## src/rtl/uart_pkg.sv

```systemverilog
// Shared types and constants for the UART receive path.
package uart_pkg;
  localparam int UART_DATA_BITS = 8;
  localparam int UART_CNT_W     = $clog2(UART_DATA_BITS);

  typedef enum logic [2:0] {
    IDLE,
    START,
    DATA,
    WAIT_FIN,
    DISCARD
  } rx_state_e;
endpackage

```

## src/rtl/uart_rx_fifo.sv

```systemverilog
// Receive byte FIFO with wrap-bit pointers; head is visible combinationally.
// A push while full is accepted only when a pop frees a slot in the same cycle.
module uart_rx_fifo #(
  parameter int DEPTH = 4,
  parameter int W     = 8
) (
  input  logic         sysclk,
  input  logic         reset,
  input  logic         push,
  input  logic [W-1:0] push_dat,
  output logic         push_rdy,
  input  logic         pop,
  output logic [W-1:0] head_dat,
  output logic         empty
);
  localparam int AW = $clog2(DEPTH);

  logic [AW:0]  wr_q, wr_d, rd_q, rd_d;
  logic [W-1:0] mem_q [DEPTH];
  logic [W-1:0] mem_d [DEPTH];
  logic         full, do_push, do_pop;

  assign empty    = (wr_q == rd_q);
  assign full     = (wr_q[AW] != rd_q[AW]) && (wr_q[AW-1:0] == rd_q[AW-1:0]);
  assign do_pop   = pop && !empty;
  assign push_rdy = !full || do_pop;
  assign do_push  = push && push_rdy;
  assign head_dat = mem_q[rd_q[AW-1:0]];

  always_comb begin
    mem_d = mem_q;
    wr_d  = wr_q;
    rd_d  = rd_q;
    if (do_push) begin
      mem_d[wr_q[AW-1:0]] = push_dat;
      wr_d = wr_q + 1'b1;
    end
    if (do_pop) rd_d = rd_q + 1'b1;
  end

  always_ff @(posedge sysclk) begin
    if (!reset) begin
      wr_q <= '0;
      rd_q <= '0;
      for (int i = 0; i < DEPTH; i++) mem_q[i] <= '0;
    end else begin
      wr_q  <= wr_d;
      rd_q  <= rd_d;
      mem_q <= mem_d;
    end
  end
endmodule

```

## src/rtl/uart_rx_deframer.sv

```systemverilog
// UART RX deframer: start detect, per-tick sampling, byte commit one cycle after baud_finish.
// Optional receive FIFO under UART_RX_FIFO_EN; otherwise a single sticky holding register.
module uart_rx_deframer
  import uart_pkg::*;
#(
  parameter int SYNC_STAGES = 2,
  parameter int FIFO_DEPTH  = 4
) (
  input  logic       sysclk,
  input  logic       reset,
  input  logic       rx_en,
  input  logic       rx,
  input  logic       baud_tick,
  input  logic       baud_finish,
  input  logic       baud_status,
  output logic       baud_trigger,
  output logic       baud_enable,
  input  logic       rx_read,
  output logic [7:0] rx_data,
  output logic       rx_avail,
  output logic       rx_overrun,
  output logic       rx_busy
);
  logic [SYNC_STAGES-1:0]    sync_q, sync_d;
  logic                      prev_q, prev_d;
  logic                      rx_s, fall;
  rx_state_e                 state_q, state_d;
  logic [UART_CNT_W-1:0]     cnt_q, cnt_d;
  logic [UART_DATA_BITS-1:0] sr_q, sr_d;
  logic                      trig_q, trig_d;
  logic                      commit;
  logic                      ovr_q, ovr_d;

  assign rx_s         = sync_q[SYNC_STAGES-1];
  assign fall         = prev_q && !rx_s;
  assign baud_trigger = trig_q;
  assign baud_enable  = rx_en;
  assign rx_busy      = (state_q != IDLE);
  assign rx_overrun   = ovr_q;

  always_comb begin
    sync_d  = {sync_q[SYNC_STAGES-2:0], rx};
    prev_d  = rx_s;
    state_d = state_q;
    cnt_d   = cnt_q;
    sr_d    = sr_q;
    trig_d  = 1'b0;
    commit  = 1'b0;
    // Finish outside WAIT_FIN/DISCARD means the generator lost sync: abandon the frame.
    unique case (state_q)
      IDLE: begin
        if (fall && rx_en && !baud_status) begin
          trig_d  = 1'b1;
          state_d = START;
        end
      end
      START: begin
        if (baud_finish) begin
          state_d = IDLE;
        end else if (baud_tick) begin
          if (!rx_s) begin
            state_d = DATA;
            cnt_d   = '0;
          end else begin
            state_d = DISCARD;
          end
        end
      end
      DATA: begin
        if (baud_finish) begin
          state_d = IDLE;
        end else if (baud_tick) begin
          sr_d  = {rx_s, sr_q[UART_DATA_BITS-1:1]};
          cnt_d = cnt_q + 1'b1;
          if (cnt_q == UART_CNT_W'(UART_DATA_BITS - 1)) state_d = WAIT_FIN;
        end
      end
      WAIT_FIN: begin
        if (baud_finish) begin
          commit  = 1'b1;
          state_d = IDLE;
        end
      end
      DISCARD: begin
        if (baud_finish) state_d = IDLE;
      end
      default: state_d = IDLE;
    endcase
  end

`ifdef UART_RX_FIFO_EN
  logic push_rdy, fifo_empty;

  uart_rx_fifo #(.DEPTH(FIFO_DEPTH), .W(UART_DATA_BITS)) u_fifo (
    .sysclk   (sysclk),
    .reset    (reset),
    .push     (commit),
    .push_dat (sr_q),
    .push_rdy (push_rdy),
    .pop      (rx_read),
    .head_dat (rx_data),
    .empty    (fifo_empty)
  );

  assign rx_avail = !fifo_empty;

  always_comb begin
    ovr_d = ovr_q;
    if (rx_read) ovr_d = 1'b0;
    if (commit && !push_rdy) ovr_d = 1'b1;
  end
`else
  logic [UART_DATA_BITS-1:0] data_q, data_d;
  logic                      avail_q, avail_d;

  assign rx_data  = data_q;
  assign rx_avail = avail_q;

  // A read coinciding with a commit consumes the old byte, so no overrun.
  always_comb begin
    data_d  = data_q;
    avail_d = avail_q;
    ovr_d   = ovr_q;
    if (rx_read && avail_q) begin
      avail_d = 1'b0;
      ovr_d   = 1'b0;
    end
    if (commit) begin
      data_d  = sr_q;
      avail_d = 1'b1;
      if (avail_q && !rx_read) ovr_d = 1'b1;
    end
  end

  always_ff @(posedge sysclk) begin
    if (!reset) begin
      data_q  <= '0;
      avail_q <= 1'b0;
    end else begin
      data_q  <= data_d;
      avail_q <= avail_d;
    end
  end
`endif

  always_ff @(posedge sysclk) begin
    if (!reset) begin
      sync_q  <= '1;
      prev_q  <= 1'b1;
      state_q <= IDLE;
      cnt_q   <= '0;
      sr_q    <= '0;
      trig_q  <= 1'b0;
      ovr_q   <= 1'b0;
    end else begin
      sync_q  <= sync_d;
      prev_q  <= prev_d;
      state_q <= state_d;
      cnt_q   <= cnt_d;
      sr_q    <= sr_d;
      trig_q  <= trig_d;
      ovr_q   <= ovr_d;
    end
  end
endmodule

```

## config.mk

```make
export PLATFORM = sky130hd
export DESIGN_NAME = uart_rx_deframer
export DESIGN_NICKNAME = d
export VERILOG_FILES = /design/src/rtl/uart_pkg.sv /design/src/rtl/uart_rx_fifo.sv /design/src/rtl/uart_rx_deframer.sv
export SDC_FILE = /design/constraint.sdc
export NUM_CORES = 1
export LEC_CHECK = 0
export BUFFER_PORTS_ARGS = -buffer_cell sky130_fd_sc_hd__buf_2
export CAP_MARGIN = 25
export CORE_ASPECT_RATIO = 1.1
export CORE_MARGIN = 1.5
export CORE_UTILIZATION = 40
export CTS_CLUSTER_SIZE = 40
export DETAILED_ROUTE_END_ITERATION = 6
export PLACE_DENSITY = 0.59
export SKIP_CTS_REPAIR_TIMING = 1
export SYNTH_ARGS = -nofsm -noshare
export SYNTH_HDL_FRONTEND = slang
export SYNTH_SLANG_ARGS = --single-unit
```

## constraint.sdc

```tcl
create_clock -name sysclk -period 2.65 [get_ports sysclk]
set_input_delay 0.3975 -clock sysclk [delete_from_list [all_inputs] [get_ports sysclk]]
set_output_delay 0.3975 -clock sysclk [all_outputs]
set_load 0.05 [all_outputs]
```

# Yosys cells after proc, flatten, opt, wreduce, memory -nomap -nowiden
# Index checks and enable logic that the tools add are counted.
dict set report totals {
  ff_bits 28
  latchBits 0
  mem_bits_rw 0
  mem_bits_ro 0
  out_inout_bits 13
  elab_cells 66
  mem_count 0
}
dict set report op_classes {
  n_addsub 1
  mul 0
  div_mod_pow 0
  n_lt_le_gt_ge 0
  eq_ne 15
  shift 0
  n_mux 23
  bitwise 1
  reduce_logical 17
}
# operator count
set op_table {}
lappend op_table {{$mux W3} 13}
lappend op_table {{$ne A2 B2 Y1 const B} 6}
lappend op_table {{$pmux W3 S4} 1}
lappend op_table {{$ne A3 B3 Y1 const B} 3}
lappend op_table {{$mux W1} 8}
lappend op_table {{$eq A3 B2 Y1 const B} 2}
lappend op_table {{$eq A3 B3 Y1 const B} 2}
lappend op_table {{$pmux W3 S2} 1}
lappend op_table {{$reduce_and A6 Y1} 1}
lappend op_table {{$logic_and A1 B1 Y1} 5}
lappend op_table {{$reduce_and A5 Y1} 1}
lappend op_table {{$reduce_bool A2 Y1} 2}
lappend op_table {{$add A3 B1 Y3 const B} 1}
lappend op_table {{$eq A3 B1 Y1 const B} 1}
lappend op_table {{$logic_not A1 Y1} 3}
lappend op_table {{$logic_not A3 Y1} 1}
lappend op_table {{$reduce_and A3 Y1} 1}
lappend op_table {{$reduce_bool A3 Y1} 1}
lappend op_table {{$ne A2 B1 Y1 const B} 1}
lappend op_table {{$reduce_and A2 Y1} 1}
lappend op_table {{$reduce_or A2 Y1} 1}
lappend op_table {{$not A1 Y1} 1}

# Longest topological paths before layout
dict set report logic_depth {
  word_depth 6
  ltp_mapped 6
  depth_no_buf 5
}

# Least setup slack after synthesis
# No wires, ideal clock.
dict set report synth_path {
  path_kind {reg-to-reg}
  startpoint {register state_q[1]}
  endpoint {register state_q[1]}
  setup_ns 0.070
  arrival_ns 1.459
  required_ns 2.580
  setup_slack_ns 1.122
  path_stages_with_launch 6
  path_buffers 1
  cell_sequence {dfxtp_1 -> buf_6 -> or3b_1 -> a21oi_1 -> or4b_1 -> a21oi_1}
}
dict set report synth_via {
  elab_chain_cells 4
  word_cells_on_any_way 13
  classes_between {9 x eq/ne; 1 x mux; 3 x reduce/logical}
}
# item line
set synth_rtl {}
lappend synth_rtl {{from (decl)} uart_rx_deframer.sv:27} ;# rx_state_e state_q, state_d;
lappend synth_rtl {{from (signal assigned)} uart_rx_deframer.sv:158} ;# state_q <= state_d;
lappend synth_rtl {{$eq A3 B3 Y1 or $eq A3 B2 Y1 (tied branches)} uart_rx_deframer.sv:50} ;# unique case (state_q)
lappend synth_rtl {{$reduce_or A2 Y1 (no line)} n/a}
lappend synth_rtl {{$ne A2 B1 Y1 (no line)} n/a}
lappend synth_rtl {{$reduce_and A5 Y1 (no line)} n/a}
# Parallel ways exist; a longest one is shown, timed or not.
# A chain may end at the register's enable or synchronous reset.

# Worst setup path in the final report
dict set report layout_path {
  startpoint {register state_q[0]}
  endpoint {register cnt_q[1]}
}
dict set report layout_via {
  elab_chain_cells 3
  word_cells_on_any_way 10
  classes_between {7 x eq/ne; 1 x mux; 2 x reduce/logical}
}
# item line
set layout_rtl {}
lappend layout_rtl {{$eq A3 B1 Y1 or $eq A3 B2 Y1 (tied branches)} uart_rx_deframer.sv:50}
lappend layout_rtl {{$ne A2 B2 Y1 (no line) or $reduce_bool A2 Y1 (tied branches)} n/a}
lappend layout_rtl {{$reduce_and A6 Y1 (no line)} n/a}
lappend layout_rtl {{to (signal assigned)} uart_rx_deframer.sv:159} ;# cnt_q <= cnt_d;
lappend layout_rtl {{to (decl)} uart_rx_deframer.sv:28} ;# logic [UART_CNT_W-1:0] cnt_q, cnt_d;
# Parallel ways exist; a longest one is shown, timed or not.

==> metrics.txt <==
Pleak 0.569 nW; Min Hold Slack 0.252 ns; Synthesized Nets 134; wire length per cell after detailed routing 11.3 µm; Worst VDD drop 0.307 mV; Internal 0.487 mW; fraction of layout cells with a size suffix above 1 17.3%; antenna cells 0; max cap viols 0; Max clock buf depth 2; Post-DP HPWL 1400 µm; Sw Pwr 0.131 mW; mapped cell area 0.00115 mm²; number of global-route vias before repair 791; status finished, final reports clean; setup TNS 0 ns; FMAX 566 MHz; largest net degree at the start of global routing 24; initial drt markers 14; Area contributors post-synth dfxtp_1, mux2i_1, nand2_1, a21oi_1, nand2b_1; register area share after synthesis 48.9%; die area 0.00320 mm²; Max Transition Viols Final 0; Combinational Power Share 4.6%; first-pass iteration count of the detailed router 4; first-pass GRT wire length 3350 µm; Final period util 66.7%; CP max FO 9; most frequent cells in the layout dfxtp_1, buf_2, nand2_1; Remaining Overflow, GRT 0; crit path DAT 1.97 ns; Final Hold Fails 0; total CTS buffers 3; Synth warnings 0; CP max stage delay 0.48 ns; reg2reg end cnt_q[1]; Synth Register Bits 28; Critical Path RT 2.85 ns; GRT Total Usage 14.0%; Initial Util 41.7%; Avg Cell Area, Syn 9.25 µm²; pre-CTS WS 0.930 ns; fin util 46.0%; CTS tree yes; H-tree Lvls 1; RSZ-0062 raised after global routing false; crit end category flop; # DRC 0; Levels on crit path 4; clk_skew 0.00351 ns; critical path type reg -> reg; min-delay worst type in -> reg; crit path buf inv count 0; Final setup violation count 0; CTS sink count 28; synth-to-layout area growth 10.3%; die width 54.1 µm; R2R Setup Slk 0.88 ns; worst-skew pair later-pin latency 0.32 ns; cell taking the most area after synthesis dfxtp_1; antenna violations before repair 0; commonest non-fill, non-tap cell in the layout dfxtp_1; vias per cell 5.15; max_slew headroom 56.0%; Routed WL 1950 µm; Critical Path Source Type flop; Clock Power Share 26.6%; Die Y-Extent 59.2 µm; CP max-delay cell dfxtp_1; crit path setup slack, layout 0.883 ns; crit-path cells or3b_1, a21boi_0, mux2i_1, nor2_1; Sequential Power Share 68.8%; Cells after Synth 124; via count 885; worst slew pin tran 0.659 ns; final layout net count 151; Clock Pin Slew Worst Setup and Hold Paths 0.13 ns; R2R cell count 4; critical path capture point cnt_q[1]; final antenna-violating net count 0; CP top delay family flip-flops; switching part of the total 21.3%; core area 0.00275 mm²; r2r startpoint state_q[0]; number of port buffers 20; Row Count 20; fin crit period 1.77 ns; CP startpoint state_q[0]; area share of the largest cell type after synthesis 48.9%; clk root buf clkbuf_4; Yosys cell types 29; Power Density 489 mW/mm²; routability congestion estimate from global placement 0.775; boundary pin count 21
sequential cells by signal (all words and copies together), names as in the netlist, named ones only:
name          cells
rx_data           8
sr_q              8
state_q           3
rx_avail          1
cnt_q             3
sync_q            2
prev_q            1
baud_trigger      1
routing by layer:
| layer | wire (µm) | GRT usage (%) | up-vias | part of all wire [%] |
|---|---|---|---|---|
| met5 | 0 | 0 | - | 0 |
| met4 | 29 | 6.43 | 0 | 1.5 |
| met3 | 65 | 1.52 | 2 | 3.3 |
| met2 | 904 | 21.6 | 15 | 46 |
| met1 | 947 | 19.4 | 416 | 49 |
| li1 | - | - | 452 | - |
cells by family (layout without fill, tap and decap cells):
kind of cell | Yosys count | count (layout) | share of synthesized area (%)
AND/OR/NAND/NOR | 52 | 52 | 23.1
adder cells (fa/ha/maj) | 2 | 2 | 2.18
flip-flops | 28 | 28 | 48.9
AO/OA/AOI/OAI | 20 | 20 | 10.6
buffers and inverters | 10 | 25 | 4.69
multiplexers | 12 | 12 | 10.6
stage by stage:
stage                     instance area, µm²  cells  power (mW)
after floorplan                         1150    124       0.454
after global placement                  1240    169       0.463
after detailed placement                1240    169       0.464
after CTS                               1260    172       0.627
after global routing                    1260    172       0.649
final                                   1260    172       0.618
final cells by class:
class | instances | area (µm²)
fill | 294 | 1490
sequential | 28 | 561
multi-input combinational | 86 | 533
timing repair buffer | 20 | 100
tap | 33 | 41.3
clock buffer | 3 | 22.5
inverter | 2 | 7.51
worst min path at each step:
stage	startpoint	to	slack, ns	cells past startpoint
after floorplan	sync_q[0]	sync_q[1]	0.39	1
after global placement	sync_q[0]	sync_q[1]	0.40	1
after detailed placement	sync_q[0]	sync_q[1]	0.41	1
after CTS	rx	sync_q[0]	0.25	2
after global routing	rx	sync_q[0]	0.23	2
final	rx	sync_q[0]	0.25	2
synthesized netlist by cell type:
| master | instances |
|---|---|
| buf_2 | 1 |
| nor4bb_1 | 1 |
| or3b_1 | 1 |
| buf_4 | 2 |
| a21oi_1 | 12 |
| and3_1 | 2 |
| inv_1 | 2 |
| nand3_1 | 1 |
| mux2_2 | 1 |
| nor2b_1 | 1 |
| a22o_1 | 1 |
| mux2i_1 | 11 |
| a2111oi_0 | 2 |
| nand2b_1 | 9 |
| a211oi_1 | 2 |
| a21boi_0 | 1 |
| nor3b_1 | 3 |
| nor2_1 | 12 |
| o21ai_0 | 1 |
| o21bai_1 | 1 |
| nor3_1 | 1 |
| or4b_1 | 1 |
| nand2_1 | 18 |
| dfxtp_1 | 28 |
| buf_6 | 1 |
| ha_1 | 2 |
| nand3b_1 | 1 |
| clkbuf_1 | 4 |
| nand4b_1 | 1 |
power by group through the flow:
stage / Sequential [mW] / Clock, mW / Combinational [mW]
final: 0.426 / 0.164 / 0.0284
after global routing: 0.427 / 0.191 / 0.0313
after CTS: 0.426 / 0.173 / 0.0289
after detailed placement: 0.435 / 0 / 0.0288
after global placement: 0.435 / 0 / 0.0282
after floorplan: 0.434 / 0 / 0.0197
No activity file was read; power rests on OpenSTA's default activity.
